File: src/rtl/im_loader_pkg.sv
// im_loader_pkg: shared definitions for the instruction-memory boot loader.
//   state_t    - loader FSM states
//   WORD_BYTES - bytes per instruction word
//   CHK_SEED   - initial value of the trailer XOR accumulator
package im_loader_pkg;

    typedef enum logic [2:0] {
        IDLE,
        HDR,
        DATA,
        WRITE,
        CHK,
        DONE,
        ERR
    } state_t;

    localparam int unsigned WORD_BYTES = 4;
    localparam logic [7:0]  CHK_SEED   = 8'h00;

endpackage

File: src/rtl/im_word_assembler.sv
// im_word_assembler: little-endian byte-to-word shift register.
// Ports:
//   clk, rst_n  - clock, asynchronous active-low reset
//   clear       - discard any partial word and restart at byte 0
//   shift       - shift din into the word this cycle
//   din         - incoming byte
//   word        - assembled word; first byte of a word ends up in [7:0]
//   word_full   - the shift happening this cycle completes a word
module im_word_assembler
    import im_loader_pkg::*;
(
    input  logic        clk,
    input  logic        rst_n,
    input  logic        clear,
    input  logic        shift,
    input  logic [7:0]  din,
    output logic [31:0] word,
    output logic        word_full
);

    localparam logic [1:0] LAST = 2'(WORD_BYTES - 1);

    logic [1:0] cnt;

    // Combinational so the loader can leave DATA on the same edge that
    // accepts the final byte.
    assign word_full = shift && (cnt == LAST);

    always_ff @(posedge clk or negedge rst_n) begin
        if (!rst_n) begin
            word <= '0;
            cnt  <= '0;
        end else if (clear) begin
            word <= '0;
            cnt  <= '0;
        end else if (shift) begin
            word <= {din, word[31:8]};
            cnt  <= cnt + 2'd1;
        end
    end

endmodule

File: src/rtl/im_loader.sv
// im_loader: boot loader writing a byte stream into instruction RAM.
// Stream: header byte N (word count), then N*4 little-endian data bytes.
// Optional build macro IM_LOADER_CHECKSUM_EN adds a trailer byte holding
// the XOR of header and data bytes; a mismatch ends the session in ERR.
// Ports:
//   clk, rst_n          - clock, asynchronous active-low reset
//   start               - one-cycle pulse, begins a session when not busy
//   byte_in/byte_valid  - byte source
//   byte_ready          - loader accepts a byte this cycle
//   we/waddr/wdata      - instruction RAM write port
//   busy/done/error     - session status
//   cpu_hold            - holds the CPU in reset until a load completes
//   word_count          - words written in the current session
module im_loader
    import im_loader_pkg::*;
#(
    parameter int unsigned ADDR_BITS  = 5,
    parameter int unsigned WORD_WIDTH = 32
) (
    input  logic                  clk,
    input  logic                  rst_n,
    input  logic                  start,
    input  logic [7:0]            byte_in,
    input  logic                  byte_valid,
    output logic                  byte_ready,
    output logic                  we,
    output logic [ADDR_BITS-1:0]  waddr,
    output logic [WORD_WIDTH-1:0] wdata,
    output logic                  busy,
    output logic                  done,
    output logic                  error,
    output logic                  cpu_hold,
    output logic [ADDR_BITS:0]    word_count
);

    localparam int unsigned DEPTH = 2 ** ADDR_BITS;

`ifdef IM_LOADER_CHECKSUM_EN
    localparam state_t FINAL_ST = CHK;
`else
    localparam state_t FINAL_ST = DONE;
`endif

    state_t               state;
    state_t               state_nx;
    logic                 hs;
    logic                 session_start;
    logic                 load_n;
    logic                 asm_shift;
    logic                 asm_full;
    logic [31:0]          asm_word;
    logic [ADDR_BITS:0]   n_words;
    logic [ADDR_BITS:0]   wc_inc;
`ifdef IM_LOADER_CHECKSUM_EN
    logic [7:0]           chk_acc;
`endif

    assign hs            = byte_valid && byte_ready;
    assign session_start = start && ((state == IDLE) || (state == DONE) || (state == ERR));
    assign asm_shift     = hs && (state == DATA);
    assign wc_inc        = word_count + {{ADDR_BITS{1'b0}}, 1'b1};

    // wdata comes straight from the assembler register; it is stable during
    // WRITE because no byte is accepted in that state.
    assign wdata = asm_word;

    im_word_assembler u_asm (
        .clk       (clk),
        .rst_n     (rst_n),
        .clear     (session_start),
        .shift     (asm_shift),
        .din       (byte_in),
        .word      (asm_word),
        .word_full (asm_full)
    );

    always_ff @(posedge clk or negedge rst_n) begin
        if (!rst_n) begin
            state <= IDLE;
        end else begin
            state <= state_nx;
        end
    end

    always_comb begin
        state_nx = state;
        load_n   = 1'b0;
        case (state)
            IDLE, DONE, ERR: begin
                if (start) state_nx = HDR;
            end
            HDR: begin
                if (hs) begin
                    load_n = 1'b1;
                    if (byte_in == 8'h00)          state_nx = FINAL_ST;
                    else if (32'(byte_in) > DEPTH) state_nx = ERR;
                    else                           state_nx = DATA;
                end
            end
            DATA: begin
                if (asm_full) state_nx = WRITE;
            end
            WRITE: begin
                state_nx = (wc_inc == n_words) ? FINAL_ST : DATA;
            end
`ifdef IM_LOADER_CHECKSUM_EN
            CHK: begin
                if (hs) state_nx = (byte_in == chk_acc) ? DONE : ERR;
            end
`endif
            default: state_nx = IDLE;
        endcase
    end

    // Status outputs are decoded from the next state so they are registered
    // and still line up with the state they describe.
    always_ff @(posedge clk or negedge rst_n) begin
        if (!rst_n) begin
            byte_ready <= 1'b0;
            we         <= 1'b0;
            busy       <= 1'b0;
            done       <= 1'b0;
            error      <= 1'b0;
            cpu_hold   <= 1'b1;
            waddr      <= '0;
            word_count <= '0;
            n_words    <= '0;
        end else begin
            byte_ready <= (state_nx == HDR) || (state_nx == DATA) || (state_nx == CHK);
            busy       <= (state_nx == HDR) || (state_nx == DATA) ||
                          (state_nx == WRITE) || (state_nx == CHK);
            done       <= (state_nx == DONE);
            error      <= (state_nx == ERR);
            cpu_hold   <= (state_nx != DONE);
            we         <= (state_nx == WRITE);
            if (state_nx == WRITE) waddr <= word_count[ADDR_BITS-1:0];
            if (session_start)       word_count <= '0;
            else if (state == WRITE) word_count <= wc_inc;
            if (load_n) n_words <= (ADDR_BITS+1)'(byte_in);
        end
    end

`ifdef IM_LOADER_CHECKSUM_EN
    always_ff @(posedge clk or negedge rst_n) begin
        if (!rst_n) begin
            chk_acc <= CHK_SEED;
        end else if (session_start) begin
            chk_acc <= CHK_SEED;
        end else if (hs && ((state == HDR) || (state == DATA))) begin
            chk_acc <= chk_acc ^ byte_in;
        end
    end
`endif

endmodule

File: config.mk
export PLATFORM = sky130hd
export DESIGN_NAME = im_loader
export DESIGN_NICKNAME = d
export VERILOG_FILES = /design/src/rtl/im_loader_pkg.sv /design/src/rtl/im_word_assembler.sv /design/src/rtl/im_loader.sv
export SDC_FILE = /design/constraint.sdc
export NUM_CORES = 1
export LEC_CHECK = 0
export ABC_AREA = 0
export CAP_MARGIN = 20
export CORE_AREA = 3 3 78 80
export CTS_BUF_LIST = sky130_fd_sc_hd__clkbuf_8 sky130_fd_sc_hd__clkbuf_16
export DETAILED_ROUTE_END_ITERATION = 6
export DIE_AREA = 0 0 81 83
export GPL_ROUTABILITY_DRIVEN = 0
export PLACE_DENSITY = 0.87
export REMOVE_ABC_BUFFERS = 1
export SKIP_CTS_REPAIR_TIMING = 1
export SLEW_MARGIN = 5
export SYNTH_ARGS = -nofsm -noshare
export SYNTH_HDL_FRONTEND = slang
export SYNTH_SLANG_ARGS = --single-unit
File: constraint.sdc
create_clock -name clk -period 2.26 [get_ports clk]
set_input_delay 0.339 -clock clk [delete_from_list [all_inputs] [get_ports clk]]
set_output_delay 0.339 -clock clk [all_outputs]
set_load 0.1 [all_outputs]
==> Word level (Yosys, flattened, before mapping) <==
Index checks and enable logic that the tools add are counted.
{ "totals": {"input_bits": 12, "out_inout_bits": 49, "word_cells": 59, "ff_bits": 60} }
{ "op_classes": {"n_reduce_logical": 15, "mux": 15, "eq_ne": 14, "n_addsub": 2, "order_cmp": 1} }
{ "op_table": {"columns": ["op", "count"], "rows": [
  ["32-bit 2-to-1 mux", 2],
  ["3-bit 2-to-1 mux", 6],
  ["3-bit equality test, second input constant", 5],
  ["3-bit by 2-bit equality test with 1-bit output, second input constant", 4],
  ["6-bit 2-to-1 mux", 2],
  ["3-bit one-hot mux with 4 select lines", 1],
  ["8-bit by 6-bit > comparator with 1-bit output, second input constant", 1],
  ["8-bit logical NOT", 1],
  ["6-bit by 1-bit adder with 6-bit output, second input constant", 1],
  ["3-bit by 1-bit equality test with 1-bit output, second input constant", 2],
  ["6-bit equality test", 1],
  ["1-bit logical OR", 6],
  ["1-bit logical AND", 4],
  ["2-bit 2-to-1 mux", 2],
  ["2-bit nonzero test", 2],
  ["3-bit logical NOT", 1],
  ["3-bit inequality test, second input constant", 1],
  ["3-bit OR reduction", 1],
  ["2-bit by 1-bit adder with 2-bit output, second input constant", 1],
  ["2-bit equality test, second input constant", 1],
  ["1-bit 2-to-1 mux", 2]
]} }

==> Logic depth before layout (Yosys ltp) <==
Gate-level depths: netlist of run 1.
{ "logic_depth": {"ltp_word": 9, "mapped_depth": 7, "ltp_nobuf": 6} }

==> Cells and area by module <==
Synthesis of run 1 repeated with hierarchy kept, for this count alone.
{ "unflattened": {"cells_unflattened": 232, "area_unflattened_um2": 2742.6} }
{ "modules_own_cells": {"columns": ["mod", "seq_area_each_um2", "cells_each", "area_each_um2", "n_inst"], "rows": [
  ["im_word_assembler", 850.8, 112, 1427.6, 1],
  ["im_loader", 651.9, 120, 1315.0, 1]
]} }

==> Worst setup path after synthesis of run 1 <==
Ideal clock, no wire load.
{ "synth_timing": {"kind": "reg2reg", "start": "register word_count[0]", "end": "register state[0]", "setup_ns": 0.127, "n_path_buf": 0, "slack_ns": -0.006, "stages_incl_launch_ff": 6, "required_time_ns": 2.133, "period_less_slack_ns": 2.266, "t_arrival_ns": 2.138, "cell_sequence": "dfrtp_1 -> ha_1 -> nor3_1 -> o31ai_1 -> nor3_2 -> or2_2"} }
{ "synth_via": {"elab_chain_len": 4} }
{ "synth_lines": {"columns": ["item", "line_no", "rtl"], "rows": [
  ["from (decl)", "im_loader.sv:33", "output logic [ADDR_BITS:0] word_count"],
  ["from (signal assigned)", "im_loader.sv:138", "else if (state == WRITE) word_count <= wc_inc;"],
  ["6-bit by 1-bit adder with 6-bit output", "im_loader.sv:61", "assign wc_inc = word_count + {{ADDR_BITS{1'b0}}, 1'b1};"],
  ["6-bit equality test", "im_loader.sv:104", "state_nx = (wc_inc == n_words) ? FINAL_ST : DATA;"],
  ["3-bit 2-to-1 mux", "im_loader.sv:104", null],
  ["3-bit one-hot mux with 4 select lines", "im_loader.sv:88", "case (state)"],
  ["named net state_nx[0]", "im_loader.sv:45", "state_t state_nx;"],
  ["to (signal assigned)", "im_loader.sv:81", "state <= state_nx;"],
  ["to (decl)", "im_loader.sv:44", "state_t state;"]
]} }
The timed path passes the listed nets, and every way through them passes these cells.
A chain may end at the register's enable or synchronous reset.

==> Worst setup path after layout of run 1 <==
{ "layout_timing": {"start": "input port byte_in[0]", "end": "register byte_ready"} }
{ "layout_via": {"elab_chain_len": 8, "elab_cells_between_ends": 11, "classes_between": "order compare (1); eq/ne (3); mux (4); reduce/logical (3)"} }
{ "layout_lines": {"columns": ["item", "line_no", "rtl"], "rows": [
  ["from (decl)", "im_loader.sv:23", "input logic [7:0] byte_in,"],
  ["8-bit by 6-bit > comparator with 1-bit output", "im_loader.sv:96", "else if (32'(byte_in) > DEPTH) state_nx = ERR;"],
  ["3-bit 2-to-1 mux", "im_loader.sv:96", null],
  ["3-bit 2-to-1 mux *", "im_loader.sv:95", "if (byte_in == 8'h00) state_nx = FINAL_ST;"],
  ["3-bit 2-to-1 mux *", "im_loader.sv:93", "if (hs) begin"],
  ["3-bit one-hot mux with 4 select lines *", "im_loader.sv:88", null],
  ["3-bit by 1-bit equality test with 1-bit output / 3-bit by 2-bit equality test with 1-bit output (equally long branches)", "im_loader.sv:129", "byte_ready <= (state_nx == HDR) || (state_nx == DATA) || (state_nx == CHK);"],
  ["1-bit logical OR", "im_loader.sv:129", null],
  ["1-bit logical OR *", "im_loader.sv:129", null],
  ["to (signal assigned)", "im_loader.sv:129", null],
  ["to (decl)", "im_loader.sv:25", "output logic byte_ready,"]
]} }
Mark *: on every way between the ends. The rest lies on a longest branch, timed or not.

==> results.toml, run 1 <==
[timing]
timing.hold.ws_ps = 488.6
finalCriticalPeriod_ps = 1878
grt_setup_unrepaired = "no"
fin_ws_ps = 381.8
clock_skew_ps = 7.846
finalSetupViolations = 0
fin_crit_sh = 0.8311
finalHoldViolCount = 0
slew_viol_final = 0
relSlewSlack = 0.6715
fmax_mhz = 532.4
worst_pin_slew_ps = 492.7

[routing]
via_per_inst = 5.154
drt_iter0_markers = 108
ant_nets = 0
wirelength_um = 5866
drc_errors = 0
dr_total_vias = 2180
avgRoutedWirePerCell_um = 13.87
first_pass_iters = 4

[layout]
antenna_cells = 0
fillers = 449
final_common_cell = "nand2_1"
finalNonFillerCells = 423
area_growth_pct = 30.34
regArea_um2 = 1503
drive_above_1_share = 0.2507
final_cell_mix = "nand2_1, dfrtp_1, buf_4, a21oi_1"
final_nets = 360
final_util = 0.6374
multiInputGateArea_um2 = 1112

[grt]
gr-total-overflow = 0
grt_pass1_vias = 2177
grt_max_degree = 41
antenna_found_initial = 0
grt_usage = 0.1982
grt_pass1_wl_um = 10330

[cts]
clk_pin_slew_ps = 70
cts.path.max_buffers = 2
cts.sinks = 60
ctsRootBufferMaster = "clkbuf_8"
cts_tree = "done"
cts_buffers = 9
clk_latency_ps = 340
htree_levels = 3

[die]
core-area_um2 = 5473
die_h_um = 83
die_area_um2 = 6723
dieWidth_um = 81
row_count = 27
initial_core_util = 0.4890
pin_count = 61

[synthesis]
synth-async-reset-ratio = 1.000
ys_ff_latch = 60
ys_warn_count = 0
ys.flop_type = "dfrtp_1"
syn_inst = 279
synth_area_per_cell_um2 = 9.593
synth_edf_count = 0
yosysUniqueCellTypes = 40
synth_seq_area_share = 0.5615
synth_area_um2 = 2676

[worst_setup_path]
path_class = "input pin to flop"
cp_data_required_time_ps = 2510
r2r-start = "word_count[0]"
cp_data_arrival_time_ps = 2120
end_kind = "flop"
r2r_cells = 5
crit_chain = "clkdlybuf4s50_1, or4_1, o31ai_1, a211o_1, nor3_2, nor4b_2"
slowest_delay_ps = 590
crit_slowest_cell = "or4_1"
path_max_fanout = 4
r2r-end = "state[0]"
cp-start-kind = "input pin"
reg2reg_setup_slack_ps = 400

[placed_design]
port-buffer-count = 60
pre_cts_ws_ps = 27.60
hpwl_um = 4038
placed_cells = 406

[hold_path]
hold_path.class = "input pin to asynchronous set/reset pin"

[power]
p_leak_uw = 0.001675
ir_drop_mv = 0.8160
power-per-cell-area_nw_per_um2 = 1365

[status]
outcome = "completed"

[job]
drv_cap = 0
==> through the flow <==
step / power, µW / instance area (µm²) / TNS, ps
6_report: 4763 / 3488 / 0
5_1_grt: 5018 / 3488 / 0
4_1_cts: 4796 / 3478 / 0
3_5_place_dp: 3738 / 3262 / 0
3_3_place_gp: 3698 / 3262 / 0
2_1_floorplan: 3181 / 2605 / -43250
==> area by class of cell <==
type | count | share of cell area
Clock buffer | 10 | 0.03945
Clock inverter | 6 | 0.02260
Inverter | 1 | 0.001076
Multi-Input combinational cell | 204 | 0.3189
Sequential cell | 60 | 0.4308
Tap cell | 72 | 0.02582
Timing Repair Buffer | 70 | 0.1614
==> power breakdown <==
group	leakage, µW	total (µW)	switching, µW	internal [µW]
registers	0.000813	1510	200	1310
clock network	0.000117	1050	411	641
logic	0.000744	2200	1670	536
total	0.00167	4760	2280	2490
==> registers in the layout, summed over array words and instances (netlist names) <==
signal / cells
error: 1
busy: 1
waddr: 5
u_asm.cnt: 2
word_count: 6
cpu_hold: 1
byte_ready: 1
state: 3
done: 1
we: 1
n_words: 6
u_asm.word: 32
==> cells by family after synthesis <==
| logic type | count (synthesis) | share of synthesized area |
|---|---|---|
| muxes | 5 | 0.02104 |
| DFF | 60 | 0.5615 |
| AOI/OAI and AO/OA | 49 | 0.1005 |
| buffers and inverters | 15 | 0.02805 |
| adders and majority gates | 2 | 0.009349 |
| xor gates and xnor gates | 11 | 0.03600 |
| and+or+nand+nor | 137 | 0.2436 |
==> how the worst max path moves through the flow <==
stage	startpoint	end	slack [ps]
6_report	byte_in[0]	byte_ready	380
3_3_place_gp	byte_in[0]	byte_ready	80
2_1_floorplan	state[2]	byte_ready	-1270
5_1_grt	word_count[0]	state[0]	240
3_5_place_dp	byte_in[0]	byte_ready	30
4_1_cts	byte_in[0]	byte_ready	390
==> worst max-delay path: cells and delay by family <==
family	cells	cell delay, ps
AND/OR/NAND/NOR	3	880
buffers and inverters	1	410
AO/OA/AOI/OAI	2	490
==> synthesized netlist by cell type (all sizes together), types with 2 or more instances <==
cell type / count / area (µm²)
a21oi: 36 / 180.2
and2: 5 / 31.28
and4: 2 / 17.52
buf: 5 / 37.53
clkbuf: 9 / 33.78
dfrtp: 59 / 1476
ha: 2 / 25.02
mux2: 5 / 56.30
nand2: 91 / 341.6
nand2b: 3 / 18.77
nand3: 2 / 10.01
nand4b: 2 / 17.52
nor2: 7 / 26.28
nor2b: 7 / 51.30
nor3: 5 / 35.03
nor3b: 2 / 15.01
o21ai: 5 / 25.02
o31ai: 3 / 22.52
or2: 2 / 12.52
or3: 2 / 12.51
xnor2: 5 / 43.79
xor2: 6 / 52.55
==> per-layer routing <==
layer / vias up / share of wire / GRT usage
li1: 1061 / - / -
met4: 0 / 0.020 / 0.08756
met1: 1054 / 0.46 / 0.2751
met3: 9 / 0.051 / 0.04989
met2: 56 / 0.47 / 0.2913
met5: - / 0 / 0
Note: power is estimated with default switching activity, not from simulation.
==> run 2: changes to the inputs <==
==> constraint.sdc (replaced) <==
create_clock -name clk -period 1.78 [get_ports clk]
set_input_delay 0.267 -clock clk [delete_from_list [all_inputs] [get_ports clk]]
set_output_delay 0.267 -clock clk [all_outputs]
set_load 0.1 [all_outputs]
==> run 2 against run 1 <==
Against the previous run: clock-buffer cell count down 1; critical path depth unchanged; routed wire length up 16%; highest routed layer unchanged; worst hold slack worse by 170 ps; global-route usage up 1.5 points; non-clock buffer count up 19; flip-flop and latch count unchanged; final cell count up 4.3%; worst setup slack worse by 350 ps; total power up 36%; critical path type is now flop to flop; via count up 7.7%.
==> results.toml, run 2 (synthesized netlist as in run 1, its figures left out) <==
[placed_design]
port-buffer-count = 60
hpwl_um = 4619
placed_cells = 421
placed_area_um2 = 3825

[grt]
grt_pass1_vias = 2329
grt_usage = 0.2136
grt_max_degree = 41
gr-total-overflow = 0
antenna_found_initial = 0
grt_pass1_wl_um = 10960

[layout]
multiInputGateArea_um2 = 1169
fin_area_um2 = 4079
largest-register = "u_asm.word"
final_common_cell = "nand2_1"
final_cell_mix = "nand2_1, dfrtp_1, buf_4, buf_12, a21oi_1"
regArea_um2 = 1503
reg_top3 = "u_asm.word x32, n_words x6, word_count x6"
antenna_cells = 0
final_nets = 379
fillers = 367
finalNonFillerCells = 441
area_growth_pct = 52.41
drive_above_1_share = 0.3008
largest_reg_flops = 32

[cts]
htree_levels = 3
clk_pin_slew_ps = 60
clk_latency_ps = 340
ctsRootBufferMaster = "clkbuf_8"
cts.path.max_buffers = 2
cts_tree = "done"
cts_buffers = 9
cts.sinks = 60

[status]
outcome = "completed"

[die]
die_area_um2 = 6723
die_h_um = 83
core-area_um2 = 5473
row_count = 27
initial_core_util = 0.4890
pin_count = 61
dieWidth_um = 81

[power]
ir_drop_mv = 1.288
fin_total_pwr_uw = 6472
p_leak_uw = 0.001899
power-per-cell-area_nw_per_um2 = 1587

[worst_setup_path]
cp_data_required_time_ps = 2000
path_max_fanout = 6
slowest_delay_ps = 420
path_class = "flop to flop"
end_kind = "flop"
cp-start-kind = "flop"
crit_slowest_cell = "dfrtp_1"
cp_data_arrival_time_ps = 1970
crit_chain = "and3b_2, and3_4, a211o_1, buf_4, nor2b_4, or2_1"

[timing]
slew_viol_final = 0
finalSetupViolations = 0
worst_pin_slew_ps = 531.9
finalHoldViolCount = 0
fin_crit_sh = 0.9833
fmax_mhz = 571.3
relSlewSlack = 0.6454
finalCriticalPeriod_ps = 1750
clock_skew_ps = 6.176
timing.hold.ws_ps = 315.6

[routing]
dr_total_vias = 2347
drt_iter0_markers = 189
drc_errors = 0
via_per_inst = 5.322
ant_nets = 0
first_pass_iters = 4
avgRoutedWirePerCell_um = 15.42
wirelength_um = 6802

[hold_path]
hold_path.class = "input pin to flop"

[job]
drv_cap = 0
## run 2: changes by cell type in the layout (fill, tap and decap cells not counted), sizes merged
cell,before,now
inv,2,4
clkbuf,10,9
dlymetal6s2s,0,3
bufinv,2,0
clkdlybuf4s50,10,7
buf,59,78
## run 2: power by group
group          switching (µW)  internal, µW
registers                 321          1660
logic                    2280          1250
clock network             489           473
## run 2: final cells by class
cell class / instances / area share
Clock buffer: 9 / 0.03037
Clock inverter: 6 / 0.006442
Inverter: 1 / 0.0009202
Multi-Input combinational cell: 204 / 0.2865
Sequential cell: 60 / 0.3684
Tap cell: 72 / 0.02209
Timing Repair Buffer: 89 / 0.2853
## run 2: worst paths after layout
check,from,end,slack (ps),depth (start not counted)
min,byte_in[3],n_words[3],320,4
max,state[2],done,30,6
min reg2reg,n_words[4],n_words[4],500,2
max reg2reg,state[2],done,30,6
min in group asynchronous,rst_n,u_asm.word[1],440,2
max in group asynchronous,rst_n,u_asm.word[30],710,3
## run 2: metrics by stage
step	setup TNS (ps)	setup WS (ps)	utilization
after floorplan	-66790	-1750	-
after detailed placement	-2253	-378.7	0.6989
final	0	29.71	0.7453
after global placement	-1890	-310.6	0.6989
after CTS	-135.7	-89.95	0.7263
after global routing	-17.01	-17.01	0.7453
## run 2: critical path, delay by kind of cell (launching register included)
kind / cells / cell delay (ps)
DFF: 1 / 420
and+or+nand+nor: 4 / 750
AOI/OAI and AO/OA: 1 / 320
buffers and inverters: 1 / 150
## run 2: layer usage
metal,GRT usage,routed length [µm],vias up
li1,-,-,1105
met1,0.2677,2757,1159
met2,0.3413,3542,64
met3,0.03471,273,19
met4,0.1275,228,0
met5,0,0,-
==> run 3: changes to the inputs <==
--- a/config.mk
+++ b/config.mk
@@ -12,6 +12,7 @@
 export DETAILED_ROUTE_END_ITERATION = 6
 export DIE_AREA = 0 0 81 83
 export GPL_ROUTABILITY_DRIVEN = 0
+export HOLD_SLACK_MARGIN = 0.08
 export PLACE_DENSITY = 0.87
 export REMOVE_ABC_BUFFERS = 1
 export SKIP_CTS_REPAIR_TIMING = 1
==> results of run 3 <==
Same layout as run 2: the final DEF is identical, and so are final timing and power.
